===== src/rtl/gate_io_pkg.sv =====
// Shared definitions for the gate block input front-end.
//   state_t                  : per-channel debounce FSM state encoding
//   DEBOUNCE_CYCLES_DEFAULT  : stable-sample count for a ~board-rate switch
//   CNT_W_DEFAULT            : counter width wide enough for the default count
package gate_io_pkg;

  typedef enum logic [1:0] {
    S_LO = 2'b00,  // settled low
    W_HI = 2'b01,  // qualifying a low->high change
    S_HI = 2'b10,  // settled high
    W_LO = 2'b11   // qualifying a high->low change
  } state_t;

  localparam int DEBOUNCE_CYCLES_DEFAULT = 1000000;
  localparam int CNT_W_DEFAULT           = 20;

endpackage


===== src/rtl/debounce_channel.sv =====
// One switch channel: 2-FF synchroniser followed by a debounce FSM.
// A new level is accepted only after DEBOUNCE_CYCLES consecutive identical
// synchronised samples; any disagreeing sample restarts qualification.
// Ports:
//   clk    in  : system clock, rising edge
//   rst_n  in  : synchronous reset, active-low
//   sw     in  : raw asynchronous switch
//   level  out : debounced level (registered)
//   rise   out : one-cycle pulse in the cycle level goes 0->1
//   fall   out : one-cycle pulse in the cycle level goes 1->0
// The FSM state and counter are plain named registers (state, cnt) so they
// can be observed hierarchically.
module debounce_channel
  import gate_io_pkg::*;
#(
  parameter int DEBOUNCE_CYCLES = DEBOUNCE_CYCLES_DEFAULT,
  parameter int CNT_W           = CNT_W_DEFAULT
) (
  input  logic clk,
  input  logic rst_n,
  input  logic sw,
  output logic level,
  output logic rise,
  output logic fall
);

  localparam logic [CNT_W-1:0] CNT_LAST = CNT_W'(DEBOUNCE_CYCLES - 1);
  localparam logic [CNT_W-1:0] CNT_ONE  = CNT_W'(1);

  logic             s1;
  logic             s2;
  state_t           state;
  logic [CNT_W-1:0] cnt;

  always_ff @(posedge clk) begin
    if (!rst_n) begin
      s1    <= 1'b0;
      s2    <= 1'b0;
      state <= S_LO;
      cnt   <= '0;
      level <= 1'b0;
      rise  <= 1'b0;
      fall  <= 1'b0;
    end else begin
      // Straight two-flop chain; nothing may sit between s1 and s2.
      s1   <= sw;
      s2   <= s1;
      // Pulses default low so they last exactly one cycle.
      rise <= 1'b0;
      fall <= 1'b0;
      case (state)
        S_LO: begin
          if (s2) begin
            state <= W_HI;
            cnt   <= CNT_ONE;  // this sample already counts as the first
          end else begin
            cnt <= '0;
          end
        end
        W_HI: begin
          if (!s2) begin
            state <= S_LO;  // glitch rejected, no pulse
            cnt   <= '0;
          end else if (cnt == CNT_LAST) begin
            state <= S_HI;
            level <= 1'b1;
            rise  <= 1'b1;
            cnt   <= '0;
          end else begin
            cnt <= cnt + CNT_ONE;
          end
        end
        S_HI: begin
          if (!s2) begin
            state <= W_LO;
            cnt   <= CNT_ONE;
          end else begin
            cnt <= '0;
          end
        end
        W_LO: begin
          if (s2) begin
            state <= S_HI;
            cnt   <= '0;
          end else if (cnt == CNT_LAST) begin
            state <= S_LO;
            level <= 1'b0;
            fall  <= 1'b1;
            cnt   <= '0;
          end else begin
            cnt <= cnt + CNT_ONE;
          end
        end
        default: begin
          // Unreachable with a 2-bit encoding; recover to a known low state.
          state <= S_LO;
          cnt   <= '0;
          level <= 1'b0;
        end
      endcase
    end
  end

endmodule


===== src/rtl/gate_input_conditioner.sv =====
// Front-end for the basic gate block: conditions two raw board switches into
// clean operand levels a/b with per-operand edge pulses and a combined
// any-change strobe.
// Ports:
//   clk            in  : system clock, rising edge
//   rst_n          in  : synchronous reset, active-low
//   sw_a, sw_b     in  : raw asynchronous switch inputs
//   a, b           out : debounced operand levels
//   a_rise, a_fall out : one-cycle edge pulses for a
//   b_rise, b_fall out : one-cycle edge pulses for b
//   change         out : OR of the four edge pulses, same cycle
module gate_input_conditioner
  import gate_io_pkg::*;
#(
  parameter int DEBOUNCE_CYCLES = DEBOUNCE_CYCLES_DEFAULT,
  parameter int CNT_W           = CNT_W_DEFAULT
) (
  input  logic clk,
  input  logic rst_n,
  input  logic sw_a,
  input  logic sw_b,
  output logic a,
  output logic b,
  output logic a_rise,
  output logic a_fall,
  output logic b_rise,
  output logic b_fall,
  output logic change
);

  debounce_channel #(
    .DEBOUNCE_CYCLES(DEBOUNCE_CYCLES),
    .CNT_W          (CNT_W)
  ) u_chan_a (
    .clk  (clk),
    .rst_n(rst_n),
    .sw   (sw_a),
    .level(a),
    .rise (a_rise),
    .fall (a_fall)
  );

  debounce_channel #(
    .DEBOUNCE_CYCLES(DEBOUNCE_CYCLES),
    .CNT_W          (CNT_W)
  ) u_chan_b (
    .clk  (clk),
    .rst_n(rst_n),
    .sw   (sw_b),
    .level(b),
    .rise (b_rise),
    .fall (b_fall)
  );

  // Pulses are already registered, so change lines up with them exactly.
  assign change = a_rise | a_fall | b_rise | b_fall;

endmodule


===== config.mk =====
export PLATFORM = sky130hd
export DESIGN_NAME = gate_input_conditioner
export DESIGN_NICKNAME = d
export VERILOG_FILES = /design/src/rtl/gate_io_pkg.sv /design/src/rtl/debounce_channel.sv /design/src/rtl/gate_input_conditioner.sv
export SDC_FILE = /design/constraint.sdc
export NUM_CORES = 1
export LEC_CHECK = 0
export BUFFER_PORTS_ARGS = -buffer_cell sky130_fd_sc_hd__buf_2
export CORE_ASPECT_RATIO = 1.5
export CORE_MARGIN = 2
export CORE_UTILIZATION = 30
export DETAILED_ROUTE_END_ITERATION = 7
export GPL_TIMING_DRIVEN = 0
export PLACE_DENSITY = 0.54
export SYNTH_ARGS = -nofsm -noshare
export SYNTH_HDL_FRONTEND = slang
export SYNTH_SLANG_ARGS = --single-unit
export TNS_END_PERCENT = 5

===== constraint.sdc =====
create_clock -name clk -period 2.47 [get_ports clk]
set_input_delay 0.494 -clock clk [delete_from_list [all_inputs] [get_ports clk]]
set_output_delay 0.494 -clock clk [all_outputs]
set_load 0.05 [all_outputs]

==> impl_metrics.tcl, run 1 <==
set metrics [dict create \
    status "finished clean" \
    synthTopCellsByArea "dfxtp_1 (46%), xnor2_1 (7.0%), nor2_1 (5.7%), nand4_1 (4.5%), xor2_1 (2.6%)" \
    tns_ns 0 \
    vias_per_cell 4.91 \
    postCtsSetupBuffers 0 \
    synth_edf_count 0 \
    grt_start_max_net_pins 16 \
    holdPathEnd "u_chan_a.s1" \
    ios 11 \
    p_per_area_mw_per_mm2 592 \
    cts_num_sinks 54 \
    fin_crit_sh 0.973 \
    dr.pass1.iters 4 \
    grt_pass1_wl_um 8100 \
    use_met1 0.129 \
    drcViolationCount 0 \
    max_cap_violations 0 \
    stdcell_count 391 \
    clockBufferDepth 2 \
    hold_violations 0 \
    min_path_type "primary input to flop" \
    yosysUniqueCellTypes 36 \
    comb_power_share 0.028 \
    area_growth_pct 13.6 \
    worstPathCellList "or4b_1 > or4_1 > buf_2 > o311ai_4 > buf_6 > nor2_1" \
    reg2reg_from "u_chan_b.cnt[12]" \
    hold_buffers 0 \
    clock.fmax_mhz 416 \
    yosysWarnings 0 \
    final_util 0.352 \
    final_area_sq_mm 0.00270 \
    setup_viol 0 \
    ant_nets 0 \
    min-delay-start "sw_a" \
    ys_ff_latch 54 \
    synthFlopType "dfxtp_1" \
    num_antenna_cells 0 \
    grt_overflow 0 \
    path_max_fanout 10 \
    io_buffers 9 \
    start_util 0.310 \
    arrival_ns 2.58 \
    endpoint_kind "flop" \
    seq_area_frac_synth 0.455 \
    p_int_w 0.00126 \
    die-area_sq_mm 0.00865 \
    synth_area_per_cell_sq_um 8.66 \
    worst_path_dominant_cell_family "simple AND/OR/NAND/NOR gates" \
    final_nets 295 \
    syn_inst 274 \
    critPathRequiredTime_ns 2.65 \
    p_leak_nw 0.808 \
    crit_type "flop to flop" \
    rrSetupSlack_ns 0.07 \
    reg.largest.list "u_chan_a.cnt x20, u_chan_b.cnt x20" \
    min_path_cells 2 \
    use_met2 0.206 \
    wl_per_cell_um 11.9 \
    async_reset_ff_frac 0 \
    p_clk_frac 0.417 \
    dr.first_iter.drc_count 47 \
    cts.clk_slew.worst_paths_ns 0.07 \
    antenna_found_initial 0 \
    synth_area_sq_mm 0.00237 \
    reg2regPathDepth 6 \
    fp.dieW_um 76.6 \
    clk_latency_ns 0.29 \
    row_count 39 \
    postPlaceCellArea_sq_mm 0.00255 \
    cts_tree "built" \
    cp-start-kind "flop" \
    hpwl_um 3470 \
    p_seq_frac 0.555 \
    rsz0062_at_grt "true" \
    slowest_delay_ns 0.50 \
    swShare 0.209 \
    layout_commonest_cell "dfxtp_1" \
    grt_use_met3 0.0271 \
    htree_levels 2 \
    ir_worst_vdd_v 0.000307 \
    post-route-min-period_ns 2.40 \
    die_y_um 113 \
    core_area_sq_mm 0.00766 \
    grt_util_all_layers 0.115 \
    timing.rr.end "u_chan_b.cnt[5]" \
    cts_root_buf "clkbuf_16" \
    netlist.area_leader.share 0.455 \
    worstMarginPinSlew_ns 0.610 \
    fillers 809 \
    cpMaxStageDelayCell "or4b_1" \
    drive_gt1_frac 0.0830 \
    p_switching_w 0.000333 \
    drv_slew 0 \
    grt_pass1_vias 1820 \
    place_inst 385 \
    slew_headroom 0.590 \
    post-synth-top-area-cell "dfxtp_1" \
    vias 1920 \
    cp_num_buf_inv 2 \
    synth_fp_nets 280 \
    grt.busiest_layer "met2" \
    final_cell_mix "dfxtp_1 (54), nor2_1 (36), xnor2_1 (19)" \
    gp_congestion 0.800 \
    skew_ns 0.0100 \
    cts_buffers 5 \
    routed_wl_um 4660 \
]
routing by layer:
layer	share of wire	up-vias	routed length, um
met1	0.45	906	2100
met4	0.017	0	81
li1	-	994	-
met5	0	-	0
met3	0.021	5	99
met2	0.51	15	2370
Yosys cell counts (4+ instances only):
cell type   n
dfxtp_1    54
nor2_1     36
xnor2_1    19
nand4_1    17
inv_1      15
nand2_1    15
a21oi_1    12
nand3_1    11
o21ai_0     9
or3_1       9
nor4_1      8
and3_1      7
nor3_1      7
xor2_1      7
clkbuf_1    6
and2_1      5
or4_1       5
nor2b_1     4
o21a_1      4
how the worst max path moves through the flow:
stage	startpoint	end	slack [ns]	cells past startpoint
6_report	u_chan_b.cnt[12]	u_chan_b.cnt[5]	0.07	6
5_1_grt	u_chan_b.cnt[12]	u_chan_b.cnt[3]	-0.07	6
4_1_cts	u_chan_a.cnt[0]	u_chan_a.cnt[2]	0.002	6
3_5_place_dp	u_chan_a.cnt[0]	u_chan_a.cnt[9]	-0.24	6
3_3_place_gp	u_chan_a.cnt[0]	u_chan_a.cnt[10]	-0.24	6
2_1_floorplan	u_chan_b.cnt[12]	u_chan_b.cnt[16]	0.25	6
cell type report:
cell class,count,area [sq um],share of cell area
Multi-Input combinational cell,197,1210,0.451
Clock inverter,1,7.51,0.00278
Buffer,7,35.0,0.0130
Timing Repair Buffer,9,45.0,0.0167
Inverter,15,56.3,0.0209
Clock buffer,6,129,0.0478
Tap cell,102,128,0.0473
Sequential cell,54,1080,0.401
power groups by stage:
| stage | Clock [W] | Combinational, W | Sequential (W) |
|---|---|---|---|
| after floorplan | 0 | 0.0000184 | 0.000920 |
| after detailed placement | 0 | 0.0000441 | 0.000906 |
| after CTS | 0.000687 | 0.0000446 | 0.000886 |
| final | 0.000667 | 0.0000445 | 0.000886 |
| after global placement | 0 | 0.0000446 | 0.000906 |
| after global routing | 0.000722 | 0.0000484 | 0.000887 |
worst register-to-register path, cell delays in order (launching register included):
cell and delay, ns:
dfxtp_1 0.36, or4b_1 0.50, or4_1 0.49, buf_2 0.18
o311ai_4 0.49, buf_6 0.22, nor2_1 0.06
through the flow:
stage	power, W	setup WS (ns)	hold slack [ns]
2_1_floorplan	0.000939	0.252	0.412
3_3_place_gp	0.000951	-0.235	0.415
3_5_place_dp	0.000951	-0.239	0.421
4_1_cts	0.00162	0.00171	0.408
5_1_grt	0.00166	-0.0730	0.414
6_report	0.00160	0.0676	0.412
timing repair:
item | in CTS | in global routing
endpoints found under the hold margin | 0 | 0
pin swaps | 1 | 0
gates resized for setup | 1 | 1
setup endpoints to repair | 19 | 20
kinds of logic after synthesis:
logic type	share of synthesized area
and+or+nand+nor	0.293
buffers and inverters	0.0401
xor gates and xnor gates	0.0959
adders and majority gates	0.0105
AOI/OAI and AO/OA	0.105
DFF	0.455
Note: power is estimated with default switching activity, not from simulation.
==> run 2: changes to the inputs <==
CORE_UTILIZATION = 60   (was 30)
PLACE_DENSITY = 0.87   (was 0.54)
==> impl_metrics.tcl, run 2 (same netlist as run 1, synthesis figures left out) <==
set metrics [dict create \
    hpwl_um 3290 \
    worstPathCellList "or4b_1 > or4_1 > buf_2 > o311ai_4 > buf_6 > nor2_1" \
    routed_wl_um 4430 \
    crit_type "flop to flop" \
    grt_start_max_net_pins 18 \
    cpMaxStageDelayCell "or4_1" \
    p_clk_frac 0.358 \
    num_antenna_cells 0 \
    cts_root_buf "clkbuf_8" \
    grt_util_all_layers 0.212 \
    start_util 0.616 \
    p_switching_w 0.000325 \
    io_buffers 9 \
    vias_per_cell 5.84 \
    wl_met3_um 90 \
    clock.fmax_mhz 417 \
    status "finished clean" \
    dr.pass1.iters 4 \
    gp_congestion 0.840 \
    final_nets 295 \
    place_ws_ns -0.169 \
    fp.dieW_um 55.4 \
    p_int_w 0.00112 \
    grt_pass1_wl_um 7760 \
    worst_path_dominant_cell_family "simple AND/OR/NAND/NOR gates" \
    htree_levels 2 \
    min_path_type "primary input to flop" \
    cts.clk_slew.worst_paths_ns 0.09 \
    arrival_ns 2.61 \
    ir_worst_vdd_v 0.000576 \
    wl_met2_um 2480 \
    comb_power_share 0.031 \
    multiInputGateArea_sq_mm 0.00121 \
    swShare 0.224 \
    core_area_sq_mm 0.00385 \
    hold_violations 0 \
    worstMarginPinSlew_ns 0.605 \
    critPathRequiredTime_ns 2.68 \
    drv_slew 0 \
    tns_ns 0 \
    endpoint_kind "flop" \
    grt_overflow 0 \
    antenna_found_initial 0 \
    layout_commonest_cell "dfxtp_1" \
    top_layer "met4" \
    routedLengthMet1_um 1770 \
    fillers 321 \
    p_seq_frac 0.612 \
    hold_buffers 0 \
    ant_nets 0 \
    cts_num_sinks 54 \
    wl_per_cell_um 13.2 \
    clockBufferDepth 2 \
    skew_ns 0.00554 \
    regArea_sq_mm 0.00108 \
    cp-start-kind "flop" \
    die-area_sq_mm 0.00449 \
    p_leak_nw 0.793 \
    final_cell_mix "dfxtp_1 (54), nor2_1 (36), xnor2_1 (19)" \
    area_growth_pct 9.01 \
    p_per_area_mw_per_mm2 560 \
    rsz0062_at_grt "true" \
    drive_gt1_frac 0.0897 \
    cts_buffers 5 \
    dr.first_iter.drc_count 47 \
    die_y_um 81.0 \
    row_count 28 \
    cp_num_buf_inv 2 \
    max_cap_violations 0 \
    setup_slack_ns 0.0691 \
    power_w 0.00145 \
    clk_latency_ns 0.31 \
    path_max_fanout 10 \
    grt_pass1_vias 1900 \
    post-route-min-period_ns 2.40 \
    slew_headroom 0.593 \
    vias 1955 \
    setup_viol 0 \
    drcViolationCount 0 \
    reg.largest.list "u_chan_a.cnt x20, u_chan_b.cnt x20" \
    cts_tree "built" \
    fin_crit_sh 0.972 \
    slowest_delay_ns 0.53 \
    ios 11 \
]
run 2: path summary, 6_finish.rpt:
check / from / to / slack (ns) / cells past startpoint
worst max-delay path: u_chan_b.cnt[12] / u_chan_b.cnt[4] / 0.07 / 6
worst min register to register: u_chan_a.s1 / u_chan_a.s2 / 0.45 / 1
worst min-delay path: sw_a / u_chan_a.s1 / 0.38 / 2
worst max register to register: u_chan_b.cnt[12] / u_chan_b.cnt[4] / 0.07 / 6
run 2: metrics by stage:
| step | util | area [sq um] | hold slack, ns | instances |
|---|---|---|---|---|
| 2_1_floorplan | - | 2370 | 0.412 | 274 |
| 3_3_place_gp | 0.642 | 2470 | 0.417 | 328 |
| 3_5_place_dp | 0.642 | 2470 | 0.432 | 328 |
| 4_1_cts | 0.669 | 2580 | 0.380 | 336 |
| 5_1_grt | 0.671 | 2590 | 0.381 | 335 |
| 6_report | 0.671 | 2590 | 0.382 | 335 |
run 2: cell type report:
type | count | area share
Clock buffer | 6 | 0.0319
Sequential cell | 54 | 0.418
Tap cell | 45 | 0.0218
Clock inverter | 2 | 0.00629
Multi-Input combinational cell | 197 | 0.470
Inverter | 15 | 0.0218
Buffer | 7 | 0.0135
Timing Repair Buffer | 9 | 0.0174
run 2: power by group through the flow:
| stage | Sequential, W | Clock [W] | Combinational (W) |
|---|---|---|---|
| 6_report | 0.000886 | 0.000518 | 0.0000444 |
| 5_1_grt | 0.000888 | 0.000563 | 0.0000482 |
| 4_1_cts | 0.000886 | 0.000529 | 0.0000440 |
| 3_5_place_dp | 0.000906 | 0 | 0.0000437 |
| 3_3_place_gp | 0.000906 | 0 | 0.0000426 |
| 2_1_floorplan | 0.000920 | 0 | 0.0000184 |
run 2: repair_timing:
action | CTS | global route
buffers inserted | 0 | 0
endpoints found under the setup margin | 19 | 20
endpoints found under the hold margin | 0 | 0
pin swaps | 1 | 0
resized for setup | 1 | 1
run 2: layer usage:
| metal | GRT usage | vias to the layer above |
|---|---|---|
| met5 | 0 | - |
| met4 | 0.0951 | 0 |
| met3 | 0.0366 | 10 |
| met2 | 0.435 | 19 |
| met1 | 0.202 | 926 |
| li1 | - | 1000 |
==> run 3: changes to the inputs <==
BUFFER_PORTS_ARGS = -buffer_cell sky130_fd_sc_hd__clkbuf_2   (was -buffer_cell sky130_fd_sc_hd__buf_2)
SYNTH_HIERARCHICAL = 1   (was default)
==> impl_metrics.tcl, run 3 <==
set metrics [dict create \
    status "finished clean" \
    p_per_area_mw_per_mm2 538 \
    grt_pass1_wl_um 7470 \
    slew_headroom 0.518 \
    min_path_type "primary input to flop" \
    path_max_fanout 8 \
    async_reset_ff_frac 0 \
    setup_slack_ns 0.213 \
    synthTopCellsByCount "dfxtp_1 (54), nor2_1 (29), nand2_1 (17), nand3_1 (17), a21oi_1 (15)" \
    cts.clk_slew.worst_paths_ns 0.09 \
    max_cap_violations 0 \
    clk_latency_ns 0.30 \
    grt.busiest_layer "met2" \
    ys_ff_latch 54 \
    ant_nets 0 \
    synth_fp_nets 275 \
    dr.first_iter.drc_count 53 \
    p_switching_w 0.000304 \
    p_int_w 0.00108 \
    p_seq_frac 0.637 \
    post-synth-top-area-cell "dfxtp_1" \
    reg.largest.list "u_chan_a/cnt x20, u_chan_b/cnt x20" \
    ir_worst_vdd_v 0.000540 \
    drcViolationCount 0 \
    min_path_cells 2 \
    fp.dieW_um 55.5 \
    start_util 0.613 \
    post-route-min-period_ns 2.26 \
    endpoint_kind "flop" \
    synthTopCellsByArea "dfxtp_1 (45%), xnor2_1 (5.1%), xor2_1 (4.8%), nor2_1 (4.6%), nand3_1 (3.6%)" \
    clock.fmax_mhz 443 \
    rrSetupSlack_ns 0.21 \
    ios 11 \
    dr.pass1.iters 4 \
    seq_area_frac_synth 0.454 \
    cts_tree "built" \
    netlist.area_leader.share 0.454 \
    p_clk_frac 0.340 \
    grt_overflow 0 \
    layout_commonest_cell "dfxtp_1" \
    routed_wl_um 4460 \
    use_met1 0.219 \
    power_w 0.00139 \
    hold_buffers 0 \
    grt_use_met3 0.0382 \
    cts_root_buf "clkbuf_8" \
    area_growth_pct 8.19 \
    grt_start_max_net_pins 17 \
    postPlaceCellArea_sq_mm 0.00249 \
    wl_per_cell_um 13.5 \
    setup_viol 0 \
    p_leak_nw 0.840 \
    drive_gt1_frac 0.112 \
    final_nets 292 \
    final_area_sq_mm 0.00258 \
    syn_inst 269 \
    tns_ns 0 \
    synth_area_sq_mm 0.00238 \
    yosysUniqueCellTypes 36 \
    arrival_ns 2.50 \
    synthFlopType "dfxtp_1" \
    use_met2 0.383 \
    swShare 0.219 \
    clockBufferDepth 2 \
    antenna_found_initial 0 \
    vias_per_cell 5.88 \
    htree_levels 2 \
    grt_pass1_vias 1810 \
    fillers 315 \
    critPathRequiredTime_ns 2.71 \
    crit_type "flop to flop" \
    row_count 28 \
    core_area_sq_mm 0.00389 \
    hold_violations 0 \
    die-area_sq_mm 0.00450 \
    comb_power_share 0.023 \
    place_ws_ns 0.0383 \
    skew_ns 0.00622 \
    hpwl_um 3200 \
    synth_edf_count 0 \
    regArea_sq_mm 0.00108 \
    io_buffers 10 \
    worstMarginPinSlew_ns 0.718 \
    synth.most_common_cell "dfxtp_1" \
    cts_buffers 5 \
    cts_num_sinks 54 \
    drv_slew 0 \
    grt_util_all_layers 0.209 \
    final_cell_mix "dfxtp_1 (54), nor2_1 (29), nand2_1 (17), nand3_1 (17), a21oi_1 (15)" \
    yosysWarnings 6 \
    rsz0062_at_grt "false" \
    multiInputGateArea_sq_mm 0.00122 \
    vias 1946 \
    cp-start-kind "flop" \
    num_antenna_cells 0 \
    fin_crit_sh 0.914 \
    synth_area_per_cell_sq_um 8.86 \
    die_y_um 81.2 \
    gp_congestion 0.786 \
    reg2regPathDepth 5 \
]
run 3: cell count changes in the layout (fill, tap and decap cells not counted), moves of 5 or more:
cell      previous run  this run
clkbuf_2             0        10
nor2_1              36        29
nand3_1             11        17
buf_2               10         2
nand4_1             17        10
xnor2_1             19        14
and3_1               7         2
xor2_1               7        13
run 3: critical path: stages (launching register included):
cell and delay [ns]:
dfxtp_1 0.32, buf_6 0.13, or4b_4 0.54, or4_4 0.56, or4_1 0.48, a31oi_1 0.17
run 3: worst paths after layout:
check                   from        endpoint
max          u_chan_b/cnt[8]  u_chan_b/level
min reg2reg      u_chan_b/s1     u_chan_b/s2
max reg2reg  u_chan_b/cnt[8]  u_chan_b/level
min                     sw_a     u_chan_a/s1
run 3: power by group through the flow:
stage | Combinational, W | Sequential [W] | Clock (W)
final | 0.0000319 | 0.000884 | 0.000472
after CTS | 0.0000324 | 0.000885 | 0.000485
after floorplan | 0.0000117 | 0.000914 | 0
after global routing | 0.0000352 | 0.000886 | 0.000513
after detailed placement | 0.0000320 | 0.000905 | 0
after global placement | 0.0000310 | 0.000905 | 0
run 3: cell families after synthesis:
family	count (synthesis)	share of synthesized area
flops	54	0.454
simple gates	127	0.301
xor+xnor	27	0.0992
buf+inv	19	0.0373
fa+ha+maj	2	0.0105
compound gates	40	0.0982
run 3: layer usage:
metal / vias up / routed length [um]
li1: 993 / -
met1: 905 / 1780
met2: 34 / 2410
met3: 14 / 117
met4: 0 / 149
met5: - / 0
run 3: area by class of cell:
| class | count | area share |
|---|---|---|
| clock buffers | 5 | 0.0267 |
| inverters | 12 | 0.0175 |
| flip-flops and latches | 54 | 0.419 |
| well taps | 45 | 0.0218 |
| clock inverters | 2 | 0.00534 |
| plain buffers | 7 | 0.0170 |
| repair buffers | 10 | 0.0194 |
| multi-input cells | 196 | 0.473 |
run 3: what timing repair did:
item,4_1_cts,5_1_grt
setup endpoints to repair,0,10
resized for setup,0,1
buffers inserted,0,0
run 3: metrics by stage:
step                hold WS [ns]  instances  utilization
CTS                        0.384        331        0.662
detailed placement         0.421        324        0.640
floorplan                  0.412        269            -
finish                     0.389        331        0.663
global placement           0.414        324        0.640
global route               0.386        331        0.663
